<file path="src/rtl/gcm_aes_stream_ctrl.sv">
// Streams key, IV, runtime-length AAD and message blocks into a GCM-AES core and forwards its results and tag.
// Optional TAG_CHECK_EN adds exp_tag/tag_ok comparison of the returned tag.
module gcm_aes_stream_ctrl #(
    parameter int LEN_W = 16,
    parameter int TMO_W = 12
) (
    input  logic             clk,
    input  logic             clrn,
    input  logic             start,
    input  logic [127:0]     key,
    input  logic [127:0]     iv,
    input  logic [LEN_W-1:0] aad_len,
    input  logic [LEN_W-1:0] msg_len,
`ifdef TAG_CHECK_EN
    input  logic [127:0]     exp_tag,
    output logic             tag_ok,
`endif
    input  logic [127:0]     s_data,
    input  logic             s_vld,
    output logic             s_rdy,
    output logic [127:0]     dii_data,
    output logic [3:0]       dii_data_size,
    output logic             dii_data_vld,
    output logic             dii_data_type,
    output logic             dii_last_word,
    output logic [127:0]     cii_K,
    output logic             cii_ctl_vld,
    output logic             cii_IV_vld,
    input  logic             dii_data_not_ready,
    input  logic [127:0]     Out_data,
    input  logic             Out_vld,
    input  logic             Tag_vld,
    input  logic [3:0]       Out_data_size,
    input  logic             Out_last_word,
    output logic [127:0]     m_data,
    output logic [3:0]       m_size,
    output logic             m_vld,
    output logic             m_last,
    output logic [127:0]     tag_out,
    output logic             busy,
    output logic             done,
    output logic             error
);

    localparam int BW = LEN_W - 3;

    typedef enum logic [3:0] {
        S_IDLE, S_KEY, S_IV, S_AAD, S_AAD_GAP, S_MSG, S_MSG_GAP, S_TAG_WAIT, S_DONE
    } state_t;

    state_t           state, state_nx;
    logic [127:0]     key_q, iv_q;
    logic [LEN_W-1:0] aad_len_q, msg_len_q;
    logic [BW-1:0]    rem;
    logic [TMO_W-1:0] wd_cnt;
    logic             consume, final_blk, tag_hit, wd_expire, zero_req;
    logic [3:0]       tail_size;
`ifdef TAG_CHECK_EN
    logic [127:0]     exp_q;
`endif

    function automatic logic [BW-1:0] nblk(input logic [LEN_W-1:0] len);
        logic [LEN_W:0] sum;
        sum = {1'b0, len} + (LEN_W+1)'(15);
        return sum[LEN_W:4];
    endfunction

    assign consume   = (state == S_AAD || state == S_MSG) && s_vld && !dii_data_not_ready;
    assign final_blk = (rem == BW'(1));
    assign tail_size = ((state == S_AAD) ? aad_len_q[3:0] : msg_len_q[3:0]) - 4'd1;
    assign tag_hit   = Out_vld && Tag_vld;
    // The timeout fires on the (2^TMO_W-1)th cycle spent in TAG_WAIT.
    assign wd_expire = (wd_cnt == {{(TMO_W-1){1'b1}}, 1'b0});
    assign zero_req  = (aad_len == '0) && (msg_len == '0);

    always_comb begin
        // NOTE: every combinational output gets a default first so no path can infer a latch.
        state_nx      = state;
        s_rdy         = 1'b0;
        dii_data      = '0;
        dii_data_size = '0;
        dii_data_vld  = 1'b0;
        dii_data_type = 1'b0;
        dii_last_word = 1'b0;
        cii_K         = '0;
        cii_ctl_vld   = 1'b0;
        cii_IV_vld    = 1'b0;
        busy          = 1'b0;
        done          = 1'b0;
        case (state)
            S_IDLE: if (start && !zero_req) state_nx = S_KEY;
            S_KEY: begin
                busy        = 1'b1;
                cii_ctl_vld = 1'b1;
                cii_K       = key_q;
                state_nx    = S_IV;
            end
            S_IV: begin
                busy       = 1'b1;
                cii_IV_vld = 1'b1;
                dii_data   = iv_q;
                if (!dii_data_not_ready) state_nx = (aad_len_q != '0) ? S_AAD : S_MSG;
            end
            S_AAD, S_MSG: begin
                busy = 1'b1;
                if (consume) begin
                    s_rdy         = 1'b1;
                    dii_data_vld  = 1'b1;
                    dii_data      = s_data;
                    dii_data_type = (state == S_AAD);
                    dii_data_size = final_blk ? tail_size : 4'hf;
                    dii_last_word = final_blk && (state == S_MSG || msg_len_q == '0);
                    state_nx      = (state == S_AAD) ? S_AAD_GAP : S_MSG_GAP;
                end
            end
            S_AAD_GAP: begin
                busy = 1'b1;
                if (rem != '0)            state_nx = S_AAD;
                else if (msg_len_q != '0) state_nx = S_MSG;
                else                      state_nx = S_TAG_WAIT;
            end
            S_MSG_GAP: begin
                busy     = 1'b1;
                state_nx = (rem != '0) ? S_MSG : S_TAG_WAIT;
            end
            S_TAG_WAIT: begin
                busy = 1'b1;
                if (tag_hit)        state_nx = S_DONE;
                else if (wd_expire) state_nx = S_IDLE;
            end
            S_DONE: begin
                done     = 1'b1;
                state_nx = S_IDLE;
            end
            default: state_nx = S_IDLE;
        endcase
    end

    always_ff @(posedge clk) begin
        // NOTE: sequential state uses non-blocking assignments so every register samples pre-edge values.
        if (!clrn) begin
            // NOTE: key/IV holding registers are reset too, since they drive core-facing outputs.
            state     <= S_IDLE;
            key_q     <= '0;
            iv_q      <= '0;
            aad_len_q <= '0;
            msg_len_q <= '0;
            rem       <= '0;
            wd_cnt    <= '0;
            tag_out   <= '0;
            m_data    <= '0;
            m_size    <= '0;
            m_vld     <= 1'b0;
            m_last    <= 1'b0;
            error     <= 1'b0;
`ifdef TAG_CHECK_EN
            exp_q     <= '0;
            tag_ok    <= 1'b0;
`endif
        end else begin
            state <= state_nx;
            error <= 1'b0;

            if (state == S_IDLE && start) begin
                if (zero_req) begin
                    error <= 1'b1;
                end else begin
                    key_q     <= key;
                    iv_q      <= iv;
                    aad_len_q <= aad_len;
                    msg_len_q <= msg_len;
                    tag_out   <= '0;
`ifdef TAG_CHECK_EN
                    exp_q     <= exp_tag;
                    tag_ok    <= 1'b0;
`endif
                end
            end

            if (state == S_IV && state_nx == S_AAD)
                rem <= nblk(aad_len_q);
            else if (state_nx == S_MSG && (state == S_IV || state == S_AAD_GAP))
                rem <= nblk(msg_len_q);
            else if (consume)
                rem <= rem - BW'(1);

            wd_cnt <= (state == S_TAG_WAIT) ? wd_cnt + TMO_W'(1) : '0;

            if (state == S_TAG_WAIT) begin
                if (tag_hit) begin
                    tag_out <= Out_data;
`ifdef TAG_CHECK_EN
                    tag_ok  <= (Out_data == exp_q);
                    error   <= (Out_data != exp_q);
`endif
                end else if (wd_expire) begin
                    error <= 1'b1;
                end
            end

            m_vld  <= Out_vld && !Tag_vld;
            m_last <= Out_vld && !Tag_vld && Out_last_word;
            if (Out_vld && !Tag_vld) begin
                m_data <= Out_data;
                m_size <= Out_data_size;
            end
        end
    end

endmodule
</file>
<file path="config.mk">
export PLATFORM = sky130hd
export DESIGN_NAME = gcm_aes_stream_ctrl
export DESIGN_NICKNAME = d
export VERILOG_FILES = /design/src/rtl/gcm_aes_stream_ctrl.sv
export SDC_FILE = /design/constraint.sdc
export NUM_CORES = 1
export LEC_CHECK = 0
export ABC_AREA = 1
export BUFFER_PORTS_ARGS = -buffer_cell sky130_fd_sc_hd__clkbuf_2
export CORE_AREA = 2 2 418 420
export CTS_CLUSTER_DIAMETER = 80
export DETAILED_ROUTE_END_ITERATION = 10
export DIE_AREA = 0 0 420 422
export SYNTH_ARGS = -nofsm -noshare
export SYNTH_HDL_FRONTEND = slang
export SYNTH_SLANG_ARGS = --single-unit
</file>
<file path="constraint.sdc">
create_clock -name clk -period 1.7 [get_ports clk]
set_input_delay 0.34 -clock clk [delete_from_list [all_inputs] [get_ports clk]]
set_output_delay 0.34 -clock clk [all_outputs]
set_load 0.05 [all_outputs]
</file>
# After elaboration in Yosys (flattened, before gate mapping)
# Cells that the tools add are included.
word_totals:
  ff_bits: 580
  inputBits: 556
  output_inout_bits: 531
  elab_cells: 100
op_classes:
  n_addsub: 5
  n_eq_ne: 12
  n_mux: 40
  bitwise_logic: 1
  reduce_logical: 29
op_table:
  columns: ["cell", "n"]
  rows:
  - ["2-to-1 mux 128 bit", 6]
  - ["one-hot mux 128 bit (2 select lines)", 1]
  - ["zero test 16 bit", 3]
  - ["2-to-1 mux 13 bit", 3]
  - ["2-to-1 mux 4 bit", 9]
  - ["adder 16 x 4 -> 17 bit, second input constant", 2]
  - ["nonzero test 16 bit", 2]
  - ["one-hot mux 4 bit (7 select lines)", 1]
  - ["== test 4 x 3 -> 1 bit, second input constant", 5]
  - ["2-to-1 mux 1 bit", 15]
  - ["== test 13 x 1 -> 1 bit, second input constant", 1]
  - ["nonzero test 13 bit", 1]
  - ["subtractor 13 x 1 -> 13 bit, second input constant", 1]
  - ["adder 12 x 1 -> 12 bit, second input constant", 1]
  - ["== test 12 bit, second input constant", 1]
  - ["== test 4 x 2 -> 1 bit, second input constant", 3]
  - ["logical AND 1 bit", 11]
  - ["OR reduction 7 bit", 1]
  - ["2-to-1 mux 2 bit", 3]
  - ["2-to-1 mux 3 bit", 2]
  - ["== test 4 x 1 -> 1 bit, second input constant", 1]
  - ["== test 4 bit, second input constant", 1]
  - ["zero test 4 bit", 1]
  - ["AND reduction 2 bit", 2]
  - ["other kinds (6)", 10]

# Logic depth before layout (Yosys ltp)
logic_depth:
  word_depth: 10
  depth_mapped: 16

# Worst setup path before layout
# OpenSTA, ideal clock, no wires.
synth_path:
  path_kind: "register to output"
  startpoint: "reg rem[8]"
  endpoint: "out dii_last_word"
  arrival_ns: 2.286
  required_time_ns: 1.360
  setup_slack_ns: -0.926
  stages_incl_launch_ff: 8
  path_buffers: 0
  cell_sequence: "dfxtp_1 nor2_1 nand2_1 nor2_1 inv_1 nor4_1 inv_1 a211oi_1"
synth_between:
  elab_chain_len: 4
synth_lines:
  columns: ["element", "line", "source"]
  rows:
  - ["start, declared", "54", "logic [BW-1:0] rem;"]
  - ["start signal, assigned", "181", "rem <= nblk(aad_len_q);"]
  - ["start signal, assigned", "183", "rem <= nblk(msg_len_q);"]
  - ["start signal, assigned", "185", "rem <= rem - BW'(1);"]
  - ["== test 13 x 1 -> 1 bit", "69", "assign final_blk = (rem == BW'(1));"]
  - ["logical AND 1 bit", "112", "dii_last_word = final_blk && (state == S_MSG || msg_len_q == '0);"]
  - ["2-to-1 mux 1 bit", "106", "if (consume) begin"]
  - ["2-to-1 mux 1 bit", "90", "case (state)"]
  - ["end, declared", "25", "output logic dii_last_word,"]
# No other way between the ends.

# Worst setup path after layout
layout_path:
  startpoint: "reg state[2]"
  endpoint: "out dii_data[123]"
layout_between:
  elab_chain_len: 6
  elab_cells_between_ends: 9
  cone_classes: "eq/ne: 3; mux: 2; reduce/logical: 4"
layout_lines:
  columns: ["element", "line", "source"]
  rows:
  - ["start, declared", "51", "state_t state, state_nx;"]
  - ["start signal, assigned", "161", "state <= state_nx;"]
  - ["== test 4 x 2 -> 1 bit / == test 4 x 3 -> 1 bit (equally long branches)", "68, 90", null]
  - ["logical OR 1 bit", "68", "assign consume = (state == S_AAD || state == S_MSG) && s_vld && !dii_data_not_ready;"]
  - ["logical AND 1 bit (2 in series)", "68", null]
  - ["2-to-1 mux 128 bit", "106", null]
  - ["one-hot mux 128 bit (2 select lines) (*)", "90", null]
  - ["end, declared", "21", "output logic [127:0] dii_data,"]
# Every way passes the cells marked *; elsewhere a longest branch is shown, timed or not.

==> impl_metrics.csv <==
group,metric,value,unit
status,status,"finished with violations",
status,violations,"negative setup slack",
timing,setup_viol,786,
routing,drtIter0Drc,2051,
setup_path,worstReg2RegStart,"rem[8]",
setup_path,crit_path_start_kind,"register",
place,numPortBuffers,1086,
timing,setup_tns,-343.07,ns
synth,synth_edf_count,0,
setup_path,cp.required,1.36,ns
timing,final.min_clock_period,2.744,ns
timing,tightest_slew,0.5134,ns
power,p_per_area,956.6,mW/mm^2
final_layout,final_cell_area,0.05039,mm^2
place,dpl.hpwl,145000,um
routing,routed_via_density,4.132,
final_layout,final_layout_size_suffix_gt1_frac,0.4430,
clocking,numCtsBuffers,76,
synth,synth-async-reset-ratio,0,
run,max-cap-violations,0,
timing,rsz0062_at_grt,"true",
floorplanning,fp.dieH,422,um
floorplanning,dieArea,0.1772,mm^2
floorplanning,fp.coreArea,0.1729,mm^2
routing,drc,0,
synth,synth.distinct_cells,40,
synth,ys.flop_type,"dfxtp_1",
setup_path,worstSetupPathType,"reg2out",
global_route,grt_antenna_before_repair,78,
power,p_comb_frac,0.313,
timing,fin_skew,0.05096,ns
timing,fmax,364.4,MHz
synth,synthCells,3067,
synth,synth-adder-area-share,0.003220,
timing,fin_crit_sh,1.614,
setup_path,rrSetupSlack,-0.83,ns
clocking,cts_max_path_buffers,3,
routing,antenna_left,0,
clocking,cts_root_buf,"clkbuf_16",
final_layout,finish.net_count,5426,
clocking,htree_levels,3,
routing,wl_per_cell,25.80,um
global_route,grt_pass1_vias,28730,
floorplanning,start_util,0.1349,
final_layout,layout.core_utilization,0.2915,
synth,yosys-top-cells-area,"dfxtp_1, o21ai_0, nor2_1, a21oi_1, inv_1",
global_route,grt_max_degree,60,
synth,synth_nets,3629,
synth,yosys.area_share.simple,0.1488,
global_route,grt_util_all_layers,0.1931,
power,p_seq_frac,0.316,
final_layout,area_delta_synth_final,116.1,%
synth,synthXorXnorAreaFrac,0.006010,
clocking,clock-sinks,580,
timing,fin_ws,-1.044,ns
min_path,hold_start,"iv[62]",
timing,slew_violations,0,
setup_path,cp-end-kind,"output pin",
min_path,hold_end,"iv_q[62]",
setup_path,reg2reg_depth,21,
synth,synth.top_cell.area_share,0.4980,
timing,hold_slack,0.03278,ns
synth,synth_compound_area_frac,0.2443,
clocking,clkLatencyLatePin,0.71,ns
global_route,grt_remaining_overflow,0,
floorplanning,pin_count,1087,
timing,hold_violations,0,
synth,syn_avg_cell_area,7.602,um^2
clocking,cts.clk_slew.worst_paths,0.06,ns
power,clkPwrFrac,0.371,
synth,yosys.area.top_type,"dfxtp_1",
routing,firstDrtPassIters,6,
synth,ys_ff_latch,580,
synth,syn_area,0.02332,mm^2
power,swShare,0.3478,
place,preCtsSetupSlack,-0.9473,ns
synth,yosys_warnings,0,
synth,synthMuxAreaShare,0,
power,p_leak,21.72,nW
clocking,cts_tree,"done",
floorplanning,dieWidth,420,um
global_route,grt_pass1_wl,236600,um
setup_path,path_max_fanout,10,
routing,drt-total-wl,187500,um
power,worst_ir_drop_vdd,0.6675,mV
routing,via_count,30030,
timing,relSlewSlack,0.6592,
floorplanning,rows,153,
place,dpl_cell_area,0.03815,mm^2
synth,synth_top_family_by_area,"compound AO/OA/AOI/OAI gates",
setup_path,arrival,2.40,ns
min_path,whs_path_depth,3,
power,intPower,31.44,mW
place,place_congestion,0.9904,
power,p_switching,16.77,mW
synth,ys_seq_area_frac,0.4980,
min_path,hold_class,"in2reg",
setup_path,r2r-end,"rem[12]",
==> logic make-up after synthesis <==
| kind of cell | count (synthesis) |
|---|---|
| AND/OR/NAND/NOR | 862 |
| flip-flops | 580 |
| buffers and inverters | 594 |
| AO/OA/AOI/OAI | 1009 |
| adder cells (fa/ha/maj) | 6 |
| XOR/XNOR | 16 |
==> power by group through the flow <==
stage / Combinational, mW / Sequential [mW] / Clock (mW)
2_1_floorplan: 5.23 / 16.1 / 0
3_3_place_gp: 11.1 / 15.4 / 0
3_5_place_dp: 11.2 / 15.5 / 0
4_1_cts: 13.2 / 15.2 / 18.4
5_1_grt: 15.9 / 15.3 / 18.8
6_report: 15.1 / 15.2 / 17.9
==> cells in the mapped netlist, types with 6 or more instances <==
cell and n:
nand2_1 277, a21oi_1 308, clkbuf_1 172, nand3_1 61
nand4_1 7, buf_2 39, buf_1 12, a32o_1 122
nor2_1 477, inv_1 359, xor2_1 15, o21ai_0 569
nor3_1 14, nor2_2 8, dfxtp_1 580, ha_1 6
==> cell usage in the layout, fill, tap and decap left out, types with 143 or more instances in the layout <==
cell type | netlist | routed
a21oi_1 | 308 | 299
inv_1 | 359 | 343
dfxtp_1 | 580 | 569
nor2_4 | 4 | 143
dlygate4sd3_1 | 0 | 378
buf_12 | 0 | 271
o21ai_0 | 569 | 424
nand2_1 | 277 | 157
buf_4 | 2 | 263
clkbuf_2 | 0 | 816
nor2_1 | 477 | 335
==> critical path, stage by stage (launching register included) <==
cell	delay [ns]
dfxtp_4	0.36
nor2_4	0.18
nand2_4	0.12
nand2_4	0.10
nand2_4	0.07
clkinv_8	0.11
buf_6	0.15
buf_16	0.13
nand2_1	0.06
o21ai_0	0.10
buf_4	0.16
buf_12	0.14
==> worst max-delay path by stage <==
stage                           start               end  slack (ns)  cells past startpoint
after global placement    msg_len[10]          iv_q[10]       -0.94                     12
after global routing         state[2]     dii_data[123]       -1.15                     11
final                        state[2]     dii_data[123]       -1.04                     11
after CTS                    state[3]  dii_data_size[2]       -1.12                      9
after floorplan              state[2]     dii_data[104]       -0.72                      5
after detailed placement  msg_len[10]          iv_q[81]       -0.95                     12
==> stage by stage <==
step | power [mW] | cells
after floorplan | 21.35 | 3067
after global placement | 26.54 | 6591
final | 48.20 | 7268
after CTS | 46.72 | 7185
after detailed placement | 26.62 | 6591
after global routing | 49.95 | 7262
==> timing repair <==
action	in CTS	in global routing
buffers inserted	64	46
gates cloned	14	38
hold buffers	378	0
endpoints found under the hold margin	499	0
gates resized for setup	509	600
endpoints found under the setup margin	956	958
pin swaps	28	78
==> sequential cells by signal (all words and copies together) (netlist names) <==
signal,count
m_data,128
state,4
msg_len_q,16
tag_out,128
m_last,1
error,1
m_vld,1
rem,13
key_q,128
m_size,4
wd_cnt,12
iv_q,128
aad_len_q,16
==> cell type report <==
| type | instances | area [um^2] |
|---|---|---|
| inverter | 364 | 1414 |
| tap | 2325 | 2909 |
| sequential | 580 | 11630 |
| clock buffer | 90 | 2044 |
| antenna | 18 | 45.04 |
| timing repair buffer | 1948 | 18850 |
| multi-input combinational | 1894 | 12790 |
| clock inverter | 49 | 699.4 |
| fill | 17930 | 122500 |
==> layer usage <==
layer  routed length, um  up-vias  global-route usage
met5                  79        -                   0
met4                8851       14             0.07416
met3               12470      342             0.04317
met2               89920     1299              0.3257
met1               76210    14600              0.2371
li1                    -    13780                   -
Note: power is estimated with default switching activity, not from simulation.
